### src/rtl/instr_pipe_pkg.sv
// Shared types for the decode-to-retire instruction pipe.
`default_nettype none

package instr_pipe_pkg;

  typedef logic [31:0] instruction_t;

  typedef struct packed {
    logic         valid;
    instruction_t payload;
  } stage_t;

  localparam int PIPE_DEPTH_DEFAULT = 2;

endpackage

`default_nettype wire

### src/rtl/pipe_stage.sv
// One valid+payload register of the instruction pipe; kill masks the held entry.
`default_nettype none

module pipe_stage #(
  parameter int WIDTH = 32
) (
  input  logic             clk,
  input  logic             rst_n,
  input  logic             adv,
  input  logic             kill,
  input  logic             in_valid,
  input  logic [WIDTH-1:0] in_data,
  output logic             valid,
  output logic [WIDTH-1:0] data
);

  logic             v_q;
  logic [WIDTH-1:0] d_q;

  assign valid = v_q & ~kill;
  assign data  = d_q;

  always_ff @(posedge clk) begin
    if (!rst_n) begin
      v_q <= 1'b0;
      d_q <= '0;
    end else if (adv) begin
      v_q <= in_valid;
      d_q <= in_data;
    end else begin
      // a stalled entry that is killed turns into a bubble in place
      v_q <= valid;
    end
  end

endmodule

`default_nettype wire

### src/rtl/instr_pipe.sv
// DEPTH-stage instruction pipe with backpressure, bubble collapse, per-stage
// flush, live occupancy and a retire order counter for RVFI.
`default_nettype none

module instr_pipe
  import instr_pipe_pkg::*;
#(
  parameter int DEPTH   = PIPE_DEPTH_DEFAULT,
  parameter int WIDTH   = $bits(instruction_t),
  parameter int ORDER_W = 64
) (
  input  logic                       i_clk,
  input  logic                       i_rst_n,
  input  logic                       i_in_valid,
  output logic                       o_in_ready,
  input  logic [WIDTH-1:0]           i_in_data,
  input  logic [DEPTH-1:0]           i_flush_mask,
  output logic                       o_out_valid,
  input  logic                       i_out_ready,
  output logic [WIDTH-1:0]           o_out_data,
  output logic [ORDER_W-1:0]         o_out_order,
  output logic [$clog2(DEPTH+1)-1:0] o_occupancy
);

  localparam int OCC_W = $clog2(DEPTH+1);

  logic [DEPTH-1:0]   ve;
  logic [DEPTH-1:0]   adv;
  logic [WIDTH-1:0]   d [DEPTH];
  logic [OCC_W-1:0]   occ;
  logic [ORDER_W-1:0] order;
  logic               retire;

  // adv[k] is set when any stage at or below k is empty, or the sink takes data
  always_comb begin
    logic hole;
    hole = i_out_ready;
    adv  = '0;
    for (int k = DEPTH - 1; k >= 0; k--) begin
      hole   = hole | ~ve[k];
      adv[k] = hole;
    end
  end

  for (genvar k = 0; k < DEPTH; k++) begin : g_stage
    logic             up_v;
    logic [WIDTH-1:0] up_d;

    if (k == 0) begin : g_head
      assign up_v = i_in_valid & adv[0];
      assign up_d = i_in_data;
    end else begin : g_body
      assign up_v = ve[k-1];
      assign up_d = d[k-1];
    end

    pipe_stage #(.WIDTH(WIDTH)) u_stage (
      .clk      (i_clk),
      .rst_n    (i_rst_n),
      .adv      (adv[k]),
      .kill     (i_flush_mask[k]),
      .in_valid (up_v),
      .in_data  (up_d),
      .valid    (ve[k]),
      .data     (d[k])
    );
  end

  always_comb begin
    occ = '0;
    for (int k = 0; k < DEPTH; k++) begin
      occ = occ + OCC_W'(ve[k]);
    end
  end

  assign retire = ve[DEPTH-1] & i_out_ready;

  always_ff @(posedge i_clk) begin
    if (!i_rst_n) begin
      order <= '0;
    end else if (retire) begin
      order <= order + ORDER_W'(1);
    end
  end

  assign o_in_ready  = adv[0];
  assign o_out_valid = ve[DEPTH-1];
  assign o_out_data  = d[DEPTH-1];
  assign o_out_order = order;
  assign o_occupancy = occ;

endmodule

`default_nettype wire

### config.mk
export PLATFORM = sky130hd
export DESIGN_NAME = instr_pipe
export DESIGN_NICKNAME = d
export VERILOG_FILES = /design/src/rtl/instr_pipe_pkg.sv /design/src/rtl/pipe_stage.sv /design/src/rtl/instr_pipe.sv
export SDC_FILE = /design/constraint.sdc
export NUM_CORES = 1
export LEC_CHECK = 0
export CAP_MARGIN = 30
export CORE_MARGIN = 3
export CORE_UTILIZATION = 44
export DETAILED_ROUTE_END_ITERATION = 10
export GPL_TIMING_DRIVEN = 1
export PLACE_DENSITY = 0.84
export SYNTH_ARGS = -nofsm -noshare
export SYNTH_HDL_FRONTEND = slang
export SYNTH_SLANG_ARGS = --single-unit
### constraint.sdc
create_clock -name i_clk -period 2.2 [get_ports i_clk]
set_input_delay 0.44 -clock i_clk [delete_from_list [all_inputs] [get_ports i_clk]]
set_output_delay 0.44 -clock i_clk [all_outputs]
set_load 0.005 [all_outputs]
### Yosys cells after proc, flatten, opt, wreduce, memory -nomap -nowiden

Cells that the tools add are included.

| cells by class | value |
|---|---|
| add/subtract/negate cells | 2 |
| muxes and demuxes | 2 |
| bitwise operators | 10 |

Operators with widths:

| operator | count |
|---|---|
| adder 64 x 1 -> 64 bit, second input constant | 1 |
| bitwise AND 1 bit | 4 |
| NOT 1 bit | 4 |
| adder 1 x 1 -> 2 bit | 1 |
| two-way mux 1 bit | 2 |
| OR 1 bit | 2 |

| storage, ports and cells | value |
|---|---|
| bits in registers | 130 |
| output and inout bits | 100 |
| logic and storage cells | 19 |

### Longest topological paths before layout

Gate-level depths: netlist of the first run.

| depth | value |
|---|---|
| word-level depth | 7 |
| mapped depth | 9 |

### Hierarchy

A second synthesis of the first run with hierarchy kept.

| unflattened totals | value |
|---|---|
| cells, all modules | 585 |
| area, all modules | 5728.0 um^2 |

Modules (own cells, without submodules):

| module | instances | cells each | area an instance (um^2) | sequential area each (um^2) |
|---|---|---|---|---|
| instr_pipe | 1 | 371 | 3150.5 | 1281.2 |
| pipe_stage | 2 | 107 | 1288.7 | 660.6 |

### Worst setup path after synthesis of the first run

OpenSTA, ideal clock, no wires.

| timing | value |
|---|---|
| kind | reg-to-reg |
| start | register order[12] (netlist: o_out_order[12]) |
| end | register order[57] (netlist: o_out_order[57]) |
| data arrival time | 2325 ps |
| data required time | 2130 ps |
| path slack | -195 ps |
| stages on the path, launching flop included | 8 |
| buffers on the path | 2 |
| period minus slack after synthesis | 2395 ps |
| path through | dfxtp_1 nand4_2 or3_1 buf_2 or4b_1 buf_2 or4_1 a21oi_1 |

| between the ends | value |
|---|---|
| cells in the longest elaborated chain, start to end | 1 |

RTL lines:

| element | line | RTL |
|---|---|---|
| start, declared | instr_pipe.sv:31 | `logic [ORDER_W-1:0] order;` |
| start signal, assigned | instr_pipe.sv:82 | `order <= order + ORDER_W'(1);` |
| adder 64 x 1 -> 64 bit | instr_pipe.sv:82 |  |

Every way passes these cells.
A chain may end at the register's enable or synchronous reset.

### Final worst setup path of the first run

| timing | value |
|---|---|
| start | register order[14] (netlist: o_out_order[14]) |
| end | register order[57] (netlist: o_out_order[57]) |

The elaborated chain is that of the path after synthesis.

==> results of run 1 <==
-- power by group through the flow --
stage	sequential [mW]	clock, mW	combinational, mW
floorplan	2.48	0	0.0954
global placement	2.49	0	0.241
detailed placement	2.49	0	0.248
CTS	2.44	2.88	0.251
global route	2.44	2.99	0.274
finish	2.44	2.85	0.252
-- through the flow --
step	hold WS (ps)	std cells	TNS [ps]
final	450.5	995	-8.966
after global routing	468.5	995	-403.1
after CTS	451.3	995	0
after detailed placement	443.6	964	-10270
after global placement	437.8	964	-7764
after floorplan	429.4	656	-96.27
-- worst max-delay path, stage by stage (launching register included) --
cell and delay (ps):
dfxtp_4 370, nand4_4 120, or3_1 460, or4b_4 550
or4_1 490, a21oi_1 140
-- area by class of cell --
type / count / area share [%]
clock buffers: 18 / 5.488
clock inverters: 12 / 1.986
inverters: 10 / 0.4847
multi-input cells: 473 / 32.60
flip-flops and latches: 130 / 32.90
well taps: 143 / 2.236
repair buffers: 209 / 24.31
-- state kept, by name (all words and copies together) (netlist names) --
name / count
g_stage.u_stage.data: 64
o_out_order: 64
g_stage.u_stage.v_q: 2
-- cell usage after synthesis, drive strengths merged --
cell type  instances
o31ai              5
o311ai             2
nor3              13
nor4b              2
ha                 2
and2               6
nand2            156
dfxtp            130
nor2              50
and3               5
buf                7
xor2               8
and4               9
or3               11
o21ai              7
mux2i              6
o21bai             3
xnor2             32
or4                8
a31o               1
a21oi             77
nand3             17
nand2b             7
and4b              1
clkbuf            36
nor4              17
nor2b              3
nand4             19
or4b               1
or2                2
and3b              1
inv               10
o41ai              2
-- logic make-up after synthesis --
| family | count (synthesis) | share of synthesized area [%] |
|---|---|---|
| AOI/OAI and AO/OA | 97 | 9.827 |
| xor gates and xnor gates | 40 | 6.567 |
| buffers and inverters | 53 | 3.940 |
| adders and majority gates | 2 | 0.4690 |
| muxes | 6 | 1.126 |
| DFF | 130 | 48.78 |
| and+or+nand+nor | 328 | 29.29 |
-- timing repair --
item	CTS	global route
resized for setup	19	11
setup endpoints to repair	16	22
setup buffers	1	0
pin swaps	1	2
-- final timing paths --
path	start	endpoint	slack [ps]	depth (start not counted)
worst max-delay path	o_out_order[14]	o_out_order[57]	-9	5
worst min-delay path	g_stage[0].u_stage.data[29]	g_stage[0].u_stage.data[29]	450	2
worst max register to register	o_out_order[14]	o_out_order[57]	-9	5
worst min register to register	g_stage[0].u_stage.data[29]	g_stage[0].u_stage.data[29]	450	2
-- metal layers --
| layer | share of wire (%) | track usage [%] |
|---|---|---|
| met5 | 0 | 0 |
| met4 | 2.7 | 11.37 |
| met3 | 6.3 | 5.026 |
| met1 | 41 | 29.23 |
| met2 | 50 | 39.20 |
==> metrics.txt, run 1 <==
skew final 7.311 ps; root buf cell clkbuf_16; post-synthesis cell type count 41; # rows 39; Final Util around 70%; die height approximately 120 um; worst relative slew slack about three quarters; min Tclk post-route approximately 2200 ps; # port buffers about 140; worst-margin pin slew 398.4 ps; core area 11610 um^2; Yosys top cell area share 48.78%; DR vias between 5000 and 6000; clk buf depth 2; Startpoint Class flip-flop; DRC 0; register share of total power a little over two fifths; CTS tree done; Power Total 5.542 mW; leakage around 3 nW; layout net count approximately 880; Psw about 1.2 mW; cell taking the most area after synthesis dfxtp_1; Worst VDD drop 0.4489 mV; failing checks setup timing; Filler cells 888; worst endpoint required time around 2500 ps; commonest non-fill, non-tap cell in the layout nand2_1; Clock Latency Late Sink about 400 ps; power share of the clock group around 52%; cells after synthesis ~660; vias in the first global route roughly 5400; layout overhead on the synthesized area 50.00%; Clock transition at path regs approximately 60 ps; # Max-Cap Violations 0; Synth Area per Inst between 8 and 9 um^2; final setup margin -8.798 ps; Gate power share 4.5%; Iteration-0 DRC Markers 420; CP endpoint kind flip-flop; Setup WS pre-CTS -529.2 ps; vias per cell 5.463; placed inst area about 7300 um^2; Area contributors post-synth dfxtp_1 49%, nand2_1 11%, a21oi_1 7.2%, xnor2_1 5.3%, nor2_1 3.5%; die width around 120 um; part of the cycle the worst path needs 100.4%; CTS Buf Count 17; Arrival @ worst endpoint ~2500 ps; die area 13480 um^2; area occupied by multi-input gates around 2600 um^2; RSZ-0062 raised after global routing yes; DRT antenna net count 0; design area about 8000 um^2; FF+latch count, synth 130; clk sinks 130; HPWL after DPL 10920 um; initial antenna violation count 0; crit path kind flip-flop to flip-flop; # hold bufs at CTS 0; Seq/Total Area, Yosys 48.78%; commonest non-fill, non-tap cells in the layout 156 x nand2_1, 132 x clkdlybuf4s50_1, 114 x dfxtp_1, 77 x a21oi_1, 67 x buf_4; Int Power approximately 4.4 mW; Starting Density between 40% and 50%; Post-Syn Area 5335 um^2; Net Sw Frac between 20% and 30%; Fmax about 450 MHz; H-tree levels 4; first-pass GRT wire length between 20000 and 30000 um; gr ovfl total 0; Boundary Pins about 140; Yosys Warn Count 0; synthesized net count ~700; status complete, but fails checks; type of the worst min-delay path flip-flop to flip-flop; pwr dens ~690 nW/um^2; share of cells above drive strength 1 between 15 and 20%; GPL Wtd Cong between 0.8 and 0.9; total track usage approximately a quarter; Inserted Diodes 0; final WL roughly 16000 um; DR pass1 iterations 5; CP Max Fanout 7; final setup vio count 2; wire per inst 16.22 um; largest net degree at the start of global routing a little over 90; Slew Limit Fails 0; FF/Latch Area between 2000 and 3000 um^2; Final Hold Vio Count 0
Note: power is estimated with default switching activity, not from simulation.
==> run 2, diff against run 1 <==
==> constraint.sdc (replaced) <==
create_clock -name i_clk -period 2.2 [get_ports i_clk]
set_input_delay 0.33 -clock i_clk [delete_from_list [all_inputs] [get_ports i_clk]]
set_output_delay 0.33 -clock i_clk [all_outputs]
set_load 0.005 [all_outputs]
==> run 2 against run 1 <==
Against the previous run: the run still ends with setup timing left; sequential share of layout area barely moved; total power rose by 1.8%; routed wire length shrank 1.5%; global-route usage increased by 0.23 points; combinational power barely moved; core utilization shrank 0.14 points; flip-flop and latch count unchanged; critical path depth up 1; clock skew barely moved; via count shrank 1.2%; maximum frequency decreased by 1.5%; largest cell class unchanged.
==> metrics.txt, run 2 (synthesized netlist as in run 1, its figures left out) <==
status complete, but fails checks; failing checks setup timing; r2r endpoint o_out_order[55]; pwr dens ~700 nW/um^2; final setup margin -41.41 ps; Hold Crit Endpoint g_stage[0].u_stage.data[21]; Hold WS between 400 and 500 ps; share of cells above drive strength 1 approximately 16%; vias in the first global route 5383; Clock transition at path regs around 60 ps; # rows 39; RSZ-0062 raised after global routing yes; HPWL after DPL 10920 um; vias per cell 5.436; # Max-Cap Violations 0; root buf cell clkbuf_16; CTS Buf Count 17; skew final slightly below 8 ps; CP endpoint kind flip-flop; clk buf depth 2; final setup vio count 6; worst relative slew slack about 71%; part of the cycle the worst path needs 101.9%; Fmax 446.1 MHz; core area 11610 um^2; Worst R2R Setup Slack -40 ps; commonest non-fill, non-tap cells in the layout 156 x nand2_1, 136 x clkdlybuf4s50_1, 116 x dfxtp_1, 75 x a21oi_1, 59 x buf_4; leakage 2.969 nW; Worst VDD drop 0.4657 mV; # port buffers approximately 140; Critical Path Slowest Stage Cell or4b_4; Critical Path Stages 6; Inserted Diodes 0; min Tclk post-route approximately 2200 ps; sum of negative setup slack -178.1 ps; worst-margin pin slew between 400 and 500 ps; layout net count slightly below 900; crit-path cells nand4_1, buf_4, or3_4, or4b_4, or4_1, a21oi_1; largest net degree at the start of global routing 45; die height between 100 and 150 um; DRC 0; gr ovfl total 0; DRT antenna net count 0; commonest non-fill, non-tap cell in the layout nand2_1; GPL Wtd Cong 0.8391; H-tree levels 4; total track usage a little under a quarter; type of the worst min-delay path flip-flop to flip-flop; Iteration-0 DRC Markers 420; clk sinks 130; Slew Limit Fails 0; die area 13480 um^2; Boundary Pins ~140; Starting Density between 40% and 50%; layout overhead on the synthesized area 49.70%; DR pass1 iterations 5; Startpoint Class flip-flop; final WL 15900 um; CP Max Fanout 8; Arrival @ worst endpoint 2570 ps; critical path's largest stage delay about 550 ps; Top Family by Delay on Critical Path simple AND/OR/NAND/NOR gates; crit path kind flip-flop to flip-flop; DR vias around 5400; WP buf/inv 1; Reg2Reg Launch Point o_out_order[18]; worst endpoint required time 2530 ps; reg2reg path depth 6; hold_sp g_stage[0].u_stage.data[21]; Final Hold Vio Count 0; initial antenna violation count 0; Hold Path Stages 2; first-pass GRT wire length roughly 26000 um; wire per inst approximately 16 um; die width between 100 and 150 um; CTS tree done; # hold bufs at CTS 0; Clock Latency Late Sink about 400 ps
[run 2: cell count changes in the layout (fill, tap and decap cells not counted), sizes merged]
cell	change
clkdlybuf4s50	+4
inv	+3
clkinvlp	-1
dlymetal6s2s	-1
clkbuf	+1
buf	-9
dlygate4sd2	-3
clkinv	-1
[run 2: report_power, final]
part / internal, mW / switching (mW) / total (mW)
registers: 2.41 / 0.0303 / 2.44
logic: 0.143 / 0.110 / 0.253
clock network: 1.87 / 1.08 / 2.95
[run 2: how the worst max path moves through the flow]
stage	slack [ps]	end	startpoint
2_1_floorplan	-30	o_out_order[57]	o_out_order[13]
3_3_place_gp	-240	o_out_order[62]	i_flush_mask[1]
3_5_place_dp	-330	o_out_order[60]	i_out_ready
4_1_cts	-100	o_out_order[60]	o_out_order[18]
5_1_grt	-100	o_out_order[60]	o_out_order[14]
6_report	-40	o_out_order[55]	o_out_order[18]
[run 2: repair_timing]
action / 4_1_cts / 5_1_grt
setup endpoints to repair: 15 / 16
buffers inserted: 1 / 1
resized for setup: 12 / 14
pin swaps: 0 / 4
[run 2: worst register-to-register path, stage by stage (launching register included)]
cell,delay (ps)
dfxtp_2,340
nand4_1,140
buf_4,170
or3_4,330
or4b_4,550
or4_1,480
a21oi_1,140
[run 2: layer usage]
layer  routed length (um)  track usage (%)  share of wire, %
met5                    0                0                 0
met4                  433            11.21               2.7
met3                  963            5.751               6.1
met2                 8130            40.62                51
met1                 6368            28.31                40
[run 2: area by class of cell]
class | instances | area [um^2]
well taps | 143 | 178.9
multi-input cells | 473 | 2628
flip-flops and latches | 130 | 2630
repair buffers | 200 | 1884
fillers | 895 | 3627
inverters | 10 | 38.79
clock inverters | 13 | 173.9
clock buffers | 19 | 452.9
[run 2: stage by stage]
| stage | worst slack, ps | utilization [%] | instance area [um^2] | total power [mW] | instances |
|---|---|---|---|---|---|
| 2_1_floorplan | -31.87 | - | 5395 | 2.580 | 656 |
| 3_3_place_gp | -236.5 | 62.34 | 7239 | 2.729 | 954 |
| 3_5_place_dp | -333.4 | 62.34 | 7239 | 2.739 | 954 |
| 4_1_cts | -98.49 | 68.26 | 7928 | 5.674 | 987 |
| 5_1_grt | -102.9 | 68.77 | 7986 | 5.816 | 988 |
| 6_report | -41.41 | 68.77 | 7986 | 5.640 | 988 |
